## config.mk

```make
export PLATFORM = sky130hd
export DESIGN_NAME = mem_stage_flat
export DESIGN_NICKNAME = d
export VERILOG_FILES = /design/src/rtl/mem_stage_if.sv /design/src/rtl/mem_stage.sv /design/src/flat_wrapper.sv
export SDC_FILE = /design/constraint.sdc
export NUM_CORES = 1
export LEC_CHECK = 0
export ABC_AREA = 1
export CAP_MARGIN = 0
export CORE_MARGIN = 1
export CORE_UTILIZATION = 65
export CTS_CLUSTER_DIAMETER = 80
export DETAILED_ROUTE_END_ITERATION = 12
export DONT_BUFFER_PORTS = 1
export PLACE_DENSITY = 0.78
export SYNTH_ARGS = -nofsm -noshare
export SYNTH_HDL_FRONTEND = slang
export SYNTH_SLANG_ARGS = --single-unit
```

## constraint.sdc

```tcl
create_clock -name clk -period 2.25 [get_ports clk]
set_clock_uncertainty 0.05 [all_clocks]
set_input_delay 0.3375 -clock clk [delete_from_list [all_inputs] [get_ports clk]]
set_output_delay 0.3375 -clock clk [all_outputs]
set_load 0.005 [all_outputs]
```

## src/rtl/mem_stage_if.sv

```systemverilog
// rtl/mem_stage_if.sv - data memory request/response bus between mem_stage and the data memory
interface mem_stage_if;
  logic        d_req;
  logic        d_we;
  logic [31:0] d_addr;
  logic [31:0] d_wdata;
  logic        d_ack;
  logic [31:0] d_rdata;

  modport master (output d_req, d_we, d_addr, d_wdata, input d_ack, d_rdata);
  modport slave  (input d_req, d_we, d_addr, d_wdata, output d_ack, d_rdata);
endinterface

```

## src/rtl/mem_stage.sv

```systemverilog
// rtl/mem_stage.sv - pipeline memory stage: issues data memory accesses and registers writeback fields
module mem_stage (
  input  logic               clk,
  input  logic               reset_n,
  input  logic               in_valid,
  input  logic signed [31:0] res,
  input  logic signed [31:0] store_data,
  input  logic               load,
  input  logic               store,
  input  logic               enable_reg,
  input  logic signed [4:0]  Rd,
  input  logic [31:0]        pc_val,
  input  logic               link,
  input  logic               set,
  input  logic               condition,
  output logic               stall,
  mem_stage_if.master        dmem,
  output logic [31:0]        res_o,
  output logic [31:0]        d_data_read_s,
  output logic               read_word,
  output logic               enable_reg_o,
  output logic [4:0]         Rd_o,
  output logic [31:0]        pc_val_o,
  output logic               link_o,
  output logic               set_o,
  output logic               condition_o,
  output logic               align_err,
  output logic               timeout
);

  typedef enum logic {IDLE, ACCESS} state_t;

  state_t      state, state_nxt;
  logic [3:0]  wait_cnt;
  logic [31:0] d_data_q;

  // Copy of the instruction held while the memory is slow to answer
  logic [31:0] l_res, l_wdata, l_pc;
  logic [4:0]  l_rd;
  logic        l_we, l_load, l_en, l_link, l_set, l_cond;

  logic        mem_op, aligned, complete, abort, go_access;

  // Field sources: live inputs in IDLE, the latched copy once waiting in ACCESS
  logic [31:0] src_res, src_pc;
  logic [4:0]  src_rd;
  logic        src_load, src_en, src_link, src_set, src_cond;

  assign mem_op  = in_valid & condition & (load | store);
  assign aligned = (res[1:0] == 2'b00);

  assign src_res  = (state == ACCESS) ? l_res  : res;
  assign src_pc   = (state == ACCESS) ? l_pc   : pc_val;
  assign src_rd   = (state == ACCESS) ? l_rd   : Rd;
  assign src_load = (state == ACCESS) ? l_load : load;
  assign src_en   = (state == ACCESS) ? l_en   : enable_reg;
  assign src_link = (state == ACCESS) ? l_link : link;
  assign src_set  = (state == ACCESS) ? l_set  : set;
  assign src_cond = (state == ACCESS) ? l_cond : condition;

  // State register
  always_ff @(posedge clk or negedge reset_n) begin
    if (!reset_n) state <= IDLE;
    else          state <= state_nxt;
  end

  // Next state, memory request and stall; load wins when load and store are both set
  always_comb begin
    state_nxt     = state;
    dmem.d_req    = 1'b0;
    dmem.d_we     = 1'b0;
    dmem.d_addr   = res;
    dmem.d_wdata  = store_data;
    stall         = 1'b0;
    complete      = 1'b0;
    abort         = 1'b0;
    go_access     = 1'b0;
    if (state == IDLE) begin
      if (mem_op && aligned) begin
        dmem.d_req = reset_n;
        dmem.d_we  = reset_n & ~load;
        if (dmem.d_ack) begin
          complete = 1'b1;
        end else begin
          go_access = 1'b1;
          state_nxt = ACCESS;
        end
      end
    end else begin
      dmem.d_req   = 1'b1;
      dmem.d_we    = l_we;
      dmem.d_addr  = l_res;
      dmem.d_wdata = l_wdata;
      if (dmem.d_ack) begin
        complete  = 1'b1;
        state_nxt = IDLE;
      end else if (wait_cnt == 4'hF) begin
        abort     = 1'b1;
        state_nxt = IDLE;
      end else begin
        stall = 1'b1;
      end
    end
  end

  // Latched request copy, wait counter and the registered writeback fields
  always_ff @(posedge clk or negedge reset_n) begin
    if (!reset_n) begin
      wait_cnt      <= '0;
      d_data_q      <= '0;
      l_res         <= '0;
      l_wdata       <= '0;
      l_pc          <= '0;
      l_rd          <= '0;
      l_we          <= 1'b0;
      l_load        <= 1'b0;
      l_en          <= 1'b0;
      l_link        <= 1'b0;
      l_set         <= 1'b0;
      l_cond        <= 1'b0;
      res_o         <= '0;
      d_data_read_s <= '0;
      read_word     <= 1'b0;
      enable_reg_o  <= 1'b0;
      Rd_o          <= '0;
      pc_val_o      <= '0;
      link_o        <= 1'b0;
      set_o         <= 1'b0;
      condition_o   <= 1'b0;
      align_err     <= 1'b0;
      timeout       <= 1'b0;
    end else begin
      align_err <= 1'b0;
      timeout   <= 1'b0;

      // Load data trails read_word by one edge to line up with writeback's select
      if (read_word) d_data_read_s <= d_data_q;

      if (go_access) begin
        wait_cnt <= '0;
        l_res    <= res;
        l_wdata  <= store_data;
        l_pc     <= pc_val;
        l_rd     <= Rd;
        l_we     <= ~load;
        l_load   <= load;
        l_en     <= enable_reg;
        l_link   <= link;
        l_set    <= set;
        l_cond   <= condition;
      end else if (stall) begin
        wait_cnt <= wait_cnt + 4'd1;
      end

      if (complete || (state == IDLE && in_valid && !(mem_op && aligned))) begin
        res_o        <= src_res;
        Rd_o         <= src_rd;
        pc_val_o     <= src_pc;
        link_o       <= src_link;
        set_o        <= src_set;
        condition_o  <= src_cond;
        enable_reg_o <= src_en & ~(mem_op & ~aligned & (state == IDLE));
        read_word    <= complete & src_load;
        align_err    <= (state == IDLE) & mem_op & ~aligned;
        if (complete && src_load) d_data_q <= dmem.d_rdata;
      end else begin
        enable_reg_o <= 1'b0;
        read_word    <= 1'b0;
        link_o       <= 1'b0;
        set_o        <= 1'b0;
        condition_o  <= 1'b0;
        timeout      <= abort;
      end
    end
  end

endmodule

```

## src/flat_wrapper.sv

```systemverilog
// flat-port wrapper written by rule: the top's interface ports become plain ports
module mem_stage_flat 
  (clk, reset_n, in_valid, res, store_data, load, store, enable_reg, Rd, pc_val, link, set, condition, stall, res_o, d_data_read_s, read_word, enable_reg_o, Rd_o, pc_val_o, link_o, set_o, condition_o, align_err, timeout, dmem_d_req, dmem_d_we, dmem_d_addr, dmem_d_wdata, dmem_d_ack, dmem_d_rdata);
  mem_stage_if dmem_i ();
  input  logic clk;
  input  logic reset_n;
  input  logic in_valid;
  input  logic signed [31:0] res;
  input  logic signed [31:0] store_data;
  input  logic load;
  input  logic store;
  input  logic enable_reg;
  input  logic signed [4:0] Rd;
  input  logic [31:0] pc_val;
  input  logic link;
  input  logic set;
  input  logic condition;
  output logic stall;
  output logic [31:0] res_o;
  output logic [31:0] d_data_read_s;
  output logic read_word;
  output logic enable_reg_o;
  output logic [4:0] Rd_o;
  output logic [31:0] pc_val_o;
  output logic link_o;
  output logic set_o;
  output logic condition_o;
  output logic align_err;
  output logic timeout;
  output wire logic [$bits(dmem_i.d_req)-1:0] dmem_d_req;
  output wire logic [$bits(dmem_i.d_we)-1:0] dmem_d_we;
  output wire logic [$bits(dmem_i.d_addr)-1:0] dmem_d_addr;
  output wire logic [$bits(dmem_i.d_wdata)-1:0] dmem_d_wdata;
  input wire logic [$bits(dmem_i.d_ack)-1:0] dmem_d_ack;
  input wire logic [$bits(dmem_i.d_rdata)-1:0] dmem_d_rdata;
  assign dmem_d_req = dmem_i.d_req;
  assign dmem_d_we = dmem_i.d_we;
  assign dmem_d_addr = dmem_i.d_addr;
  assign dmem_d_wdata = dmem_i.d_wdata;
  assign dmem_i.d_ack = dmem_d_ack;
  assign dmem_i.d_rdata = dmem_d_rdata;
  mem_stage u_core (.clk(clk), .reset_n(reset_n), .in_valid(in_valid), .res(res), .store_data(store_data), .load(load), .store(store), .enable_reg(enable_reg), .Rd(Rd), .pc_val(pc_val), .link(link), .set(set), .condition(condition), .stall(stall), .dmem(dmem_i), .res_o(res_o), .d_data_read_s(d_data_read_s), .read_word(read_word), .enable_reg_o(enable_reg_o), .Rd_o(Rd_o), .pc_val_o(pc_val_o), .link_o(link_o), .set_o(set_o), .condition_o(condition_o), .align_err(align_err), .timeout(timeout));
endmodule
```

==> metrics.txt, run 1 <==
post-synth top area cell dfrtp_1; Root Buffer clkbuf_16; wire per inst approximately 18 um; Clock Latency Late Sink 0.53 ns; Leak between 6 and 7 nW; Cell Rows 47; capturing point of the worst reg2reg path u_core.l_we; syn nets about 1400; Yosys top cell area share between 50 and 60%; I/O pin count between 300 and 400; r2r worst-path depth 5; clock buffer depth 3; initial core utilization roughly two thirds; Reg2Reg Setup Slack ~0.25 ns; Hold Fails Final Rpt ~250; Post-Route WL between 20 and 30 mm; Critical Path RT roughly 1.9 ns; vias between 9000 and 10000; clk slew on worst S/H paths about 0.060 ns; RSZ-0062 raised after global routing no; synthesized flop and latch total 252; ratio of cells with drive above 1 in the final layout 6.87%; most common cell in the netlist nand2_1; unique cell type count in the Yosys netlist 27; maximum clock rate about 460 MHz; Setup crit end dmem_d_addr[5]; DR iter-0 viols a little over 800; CP startpoint kind flop; Rel. slew slack between 10% and 20%; FF-to-FF Start u_core.state; crit path DAT around 1.8 ns; Port Buffers 0; nets roughly 1500; Min Hold Slack -0.533 ns; Final min period roughly 2.2 ns; violated checks negative hold slack; CTS tree yes; DRC viols 0; # setup viols final 0; Pre-Repair DR Iteration Count 5; actual slew at the worst max-slew pin 1.31 ns; # Max-Cap Violations 0; number of flops mapped to enable cells by yosys 0; Crit Path Max Fanout ~100; outcome complete, but fails checks; Max Transition Viols Final 0; Synth warnings 0; total core area ~16000 um^2; global placer's final weighted congestion 0.816; pin count of the biggest net entering global routing around 250; Die ar. around 17000 um^2; cells after synthesis about 1300; Tot GR Track Use approximately a third; number of global-route vias before repair about 9000; DIE WIDTH around 130 um; n_diodes 0; Hold Buf Count CTS around 140; Critical Path End Type primary output; ANT nets after route 0; chip height between 100 and 150 um; DR vias/cell between 5 and 6; CTS Sinks 252; Layout area overhead 21.5%; worst vdd ir around 630 uV; fillers 949; top cells by area, synth dfrtp_1 58%, nand2_1 14%, o21ai_0 9.1%; CP Class reg2out; Power Dens Cells slightly above 900 nW/um^2; syn_area_per_cell between 8 and 9 um^2; Final period util a little over nine tenths; global-route wire length before repair between 40 and 50 mm; DP Wirelength roughly 16 mm; setup TNS 0 ns; TritonCTS Buffers 25; total gr overflow 0; CTS H-tree lvls 1; ys flop type dfrtp_1; initial antenna violation count 0; Worst Setup SP u_core.state; Synth top cells by count 416 x nand2_1, 252 x dfrtp_1, 199 x o21ai_0, 116 x inv_1, 77 x nand3_1; Hold WC Path Type in2async; ys async rst share 100%; Post-Syn Area 10900 um^2; Seq/Total Area, Yosys 57.7%
[final cells by class]
| class | instances | area, um^2 | area share [%] |
|---|---|---|---|
| clock inverter | 8 | 144 | 1.08 |
| inverter | 117 | 439 | 3.31 |
| tap | 220 | 275 | 2.08 |
| timing repair buffer | 154 | 1570 | 11.8 |
| clock buffer | 38 | 754 | 5.69 |
| multi-input combinational | 799 | 3770 | 28.4 |
| sequential | 252 | 6310 | 47.6 |
[how the worst min path moves through the flow]
stage               slack, ns  startpoint          endpoint  cells past startpoint
finish                  -0.53     reset_n  u_core.res_o[15]                      0
global route            -0.56     reset_n  u_core.res_o[13]                      0
CTS                     -0.55     reset_n   u_core.l_res[3]                      0
detailed placement     -0.003     reset_n  u_core.res_o[13]                      0
global placement       -0.003     reset_n  u_core.res_o[15]                      0
floorplan              -0.008     reset_n    u_core.Rd_o[0]                      0
[flip-flops by register name, summed over array words and instances, names as in the netlist, 4 cells and up]
name and flops:
u_core.res_o 32, u_core.l_pc 32, u_core.d_data_q 32, u_core.l_res 32, u_core.d_data_read_s 32, u_core.l_rd 5, u_core.l_wdata 32, u_core.Rd_o 5
u_core.pc_val_o 32, u_core.wait_cnt 4
[per-layer routing]
| layer | track usage (%) | part of all wire [%] | up-vias |
|---|---|---|---|
| li1 | - | - | 4201 |
| met1 | 42.3 | 38 | 4479 |
| met2 | 56.2 | 50 | 485 |
| met3 | 7.91 | 8.6 | 86 |
| met4 | 15.7 | 3.9 | 0 |
| met5 | 0 | 0 | - |
[per-stage QoR]
| step | power [W] | instance area, um^2 | utilization [%] | setup slack, ns | std cells |
|---|---|---|---|---|---|
| 6_report | 0.0122 | 13300 | 80.6 | 0.0658 | 1588 |
| 4_1_cts | 0.0121 | 13200 | 80.5 | 0.0295 | 1587 |
| 3_3_place_gp | 0.00730 | 11000 | 66.7 | 0.501 | 1404 |
| 3_5_place_dp | 0.00742 | 11000 | 66.7 | 0.486 | 1404 |
| 2_1_floorplan | 0.00702 | 10900 | - | 0.716 | 1254 |
| 5_1_grt | 0.0127 | 13300 | 80.6 | 0.0140 | 1588 |
[cell families (layout without fill, tap and decap cells)]
| group | Yosys count | after routing | synth area share [%] |
|---|---|---|---|
| and+or+nand+nor | 546 | 546 | 20.7 |
| adders and majority gates | 1 | 1 | 0.115 |
| muxes | 33 | 33 | 3.39 |
| DFF | 252 | 252 | 57.7 |
| xor gates and xnor gates | 2 | 2 | 0.160 |
| buffers and inverters | 203 | 317 | 7.89 |
| AOI/OAI and AO/OA | 217 | 217 | 10.0 |
[where the power goes]
group | total [W] | internal (W) | switching (W)
clock | 0.00450 | 0.00277 | 0.00173
combinational | 0.00152 | 0.000697 | 0.000826
sequential | 0.00616 | 0.00548 | 0.000677
[worst max-delay path, stage by stage (launching register included)]
cell and delay (ns):
dfrtp_4 0.51, buf_12 0.22, o21ai_0 0.49
[repair_timing]
action	in CTS	in global routing
hold endpoints to repair	402	252
buffers inserted	0	1
endpoints found under the setup margin	0	3
resized for setup	0	2
[placed cells by master (no fill, tap or decap), drive strengths merged]
master / instances
nor2: 13
bufinv: 4
mux2: 32
or2: 2
dlygate4sd3: 137
nor3: 1
xor2: 2
ha: 1
a21oi: 9
inv: 118
nand3: 79
clkbuf: 38
mux2i: 1
nand4: 32
clkinv: 3
o211ai: 1
buf: 17
dfrtp: 252
o21ai: 207
nand2: 419
No activity file was read; power rests on OpenSTA's default activity.
==> run 2, diff against run 1 <==
--- a/config.mk
+++ b/config.mk
@@ -12,6 +12,7 @@
 export CTS_CLUSTER_DIAMETER = 80
 export DETAILED_ROUTE_END_ITERATION = 12
 export DONT_BUFFER_PORTS = 1
+export HOLD_SLACK_MARGIN = 0.02
 export PLACE_DENSITY = 0.78
 export SYNTH_ARGS = -nofsm -noshare
 export SYNTH_HDL_FRONTEND = slang
==> run 2 against run 1 <==
- the run still ends with negative hold slack left
- sequential cell count unchanged
- die area unchanged
- global-route usage fell by 0.058 points
- final area is essentially flat
- cell count about the same
- register-to-register slack got worse by 0.03 ns
- largest cell class unchanged
==> metrics.txt, run 2 (synthesis results as in run 1) <==
setup TNS 0 ns; total core area 16500 um^2; nets ~1500; post-route cell area 13300 um^2; clock buffer depth 3; Hold WC Path Type in2async; TritonCTS Buffers 25; Net Sw Frac around a quarter; Port Buffers 0; chip height roughly 130 um; CTS tree yes; DIE WIDTH 132 um; capturing point of the worst reg2reg path u_core.l_we; Rel. slew slack 14.1%; Clock Latency Late Sink 0.52 ns; Final min period 2.20 ns; # setup viols final 0; Max Transition Viols Final 0; global-route wire length before repair 47.1 mm; actual slew at the worst max-slew pin ~1.3 ns; Final period util between 90% and 100%; most common cell after layout, fill and taps aside nand2_1; pre-CTS WS between 0.4 and 0.5 ns; RSZ-0062 raised after global routing no; DP Wirelength roughly 16 mm; CTS H-tree lvls 1; clk slew on worst S/H paths 0.06 ns; sequential power share slightly above 50%; Die ar. ~17000 um^2; internal power roughly 0.009 W; Min Hold Slack -0.537 ns; total power draw roughly 0.012 W; Hold Fails Final Rpt ~250; ANT nets after route 0; FF-to-FF Start u_core.state; Leak between 6 and 7 nW; pin count of the biggest net entering global routing about 250; DRC viols 0; Critical Path End Type primary output; outcome complete, but fails checks; initial antenna violation count 0; DR iter-0 viols about 850; P_sw 0.00323 W; DR vias/cell roughly 5.8; CP Class reg2out; r2r worst-path depth 5; Final Worst Setup Slack about 0.054 ns; Post-Route WL a little under 30 mm; vias 9271; number of global-route vias before repair slightly above 9000; CP max-delay cell dfrtp_4; initial core utilization 66.3%; Layout area overhead 21.6%; CP startpoint kind flop; most frequent cells in the layout 416 x nand2_1, 251 x dfrtp_1, 199 x o21ai_0; worst vdd ir about 630 uV; violated checks negative hold slack; Cell Rows 47; n_diodes 0; crit path DAT around 1.8 ns; Pre-Repair DR Iteration Count 5; global placer's final weighted congestion between 0.8 and 0.9; total gr overflow 0; Critical Path RT 1.86 ns; Hold Buf Count CTS 138; maximum clock rate ~460 MHz; Tot GR Track Use between 30% and 40%; Comb power frac approximately an eighth; Post-DP Area 11000 um^2; ratio of cells with drive above 1 in the final layout 6.87%; # Max-Cap Violations 0; Root Buffer clkbuf_16; Clk pwr share between 30% and 40%; Power Dens Cells roughly 920 nW/um^2; Crit Path Max Fanout about 100; wire per inst 18.3 um; critical path's largest stage delay about 0.5 ns; worst-path cell chain buf_12 > o21ai_0; I/O pin count roughly 320; Reg2Reg Setup Slack 0.22 ns; CTS Sinks 252
[run 2: cell count changes in the layout (fill, tap and decap cells not counted), sizes merged]
| cell | before | now |
|---|---|---|
| dlygate4sd3 | 137 | 138 |
[run 2: area by class of cell]
class | count | area (um^2)
Tap cell | 220 | 275
Fill cell | 943 | 3190
Inverter | 117 | 439
Timing Repair Buffer | 155 | 1580
Sequential cell | 252 | 6310
Clock inverter | 8 | 144
Clock buffer | 38 | 754
Multi-Input combinational cell | 799 | 3770
[run 2: power groups by stage]
stage          Combinational (W)  Clock [W]  Sequential (W)
2_1_floorplan            0.00104          0         0.00598
3_3_place_gp             0.00116          0         0.00614
3_5_place_dp             0.00124          0         0.00618
4_1_cts                  0.00147    0.00455         0.00612
5_1_grt                  0.00173    0.00474         0.00624
6_report                 0.00153    0.00449         0.00615
[run 2: metal layers]
metal | GRT usage [%] | vias up | share of wire, %
met5 | 0 | - | 0
met4 | 16.2 | 0 | 4.2
met3 | 7.83 | 95 | 8.8
met2 | 56.1 | 508 | 49
met1 | 42.1 | 4464 | 38
li1 | - | 4204 | -
[run 2: how the worst max path moves through the flow]
stage / from / endpoint / slack (ns) / cells past startpoint
finish: u_core.state / dmem_d_addr[26] / 0.05 / 2
global route: u_core.state / dmem_d_addr[3] / 0.01 / 2
CTS: load / dmem_d_we / 0.03 / 8
detailed placement: res[1] / u_core.pc_val_o[7] / 0.49 / 8
global placement: res[1] / u_core.res_o[30] / 0.50 / 8
floorplan: u_core.state / dmem_d_req / 0.72 / 5
[run 2: worst max-delay path, delay by kind of cell, from the launching register on]
family                 cells  cell delay (ns)
AOI/OAI and AO/OA          1             0.48
buffers and inverters      1             0.21
DFF                        1             0.51
[run 2: repair_timing]
item                                    4_1_cts  5_1_grt
buffers inserted                              0        1
gates resized for setup                       0        2
hold endpoints to repair                    422      252
endpoints found under the setup margin        0        3
[run 2: through the flow]
| step | utilization, % | hold WS, ns | instances |
|---|---|---|---|
| floorplan | - | -0.00809 | 1254 |
| global placement | 66.7 | -0.00339 | 1404 |
| detailed placement | 66.7 | -0.00344 | 1404 |
| CTS | 80.5 | -0.554 | 1588 |
| global route | 80.6 | -0.559 | 1589 |
| finish | 80.6 | -0.537 | 1589 |
==> run 3, diff against run 2 <==
--- a/config.mk
+++ b/config.mk
@@ -6,6 +6,7 @@
 export NUM_CORES = 1
 export LEC_CHECK = 0
 export ABC_AREA = 1
+export ABC_CLOCK_PERIOD_IN_PS = 2250
 export CAP_MARGIN = 0
 export CORE_MARGIN = 1
 export CORE_UTILIZATION = 65
==> results of run 3 <==
Same layout as run 2: the final DEF is identical, and so are final timing and power.
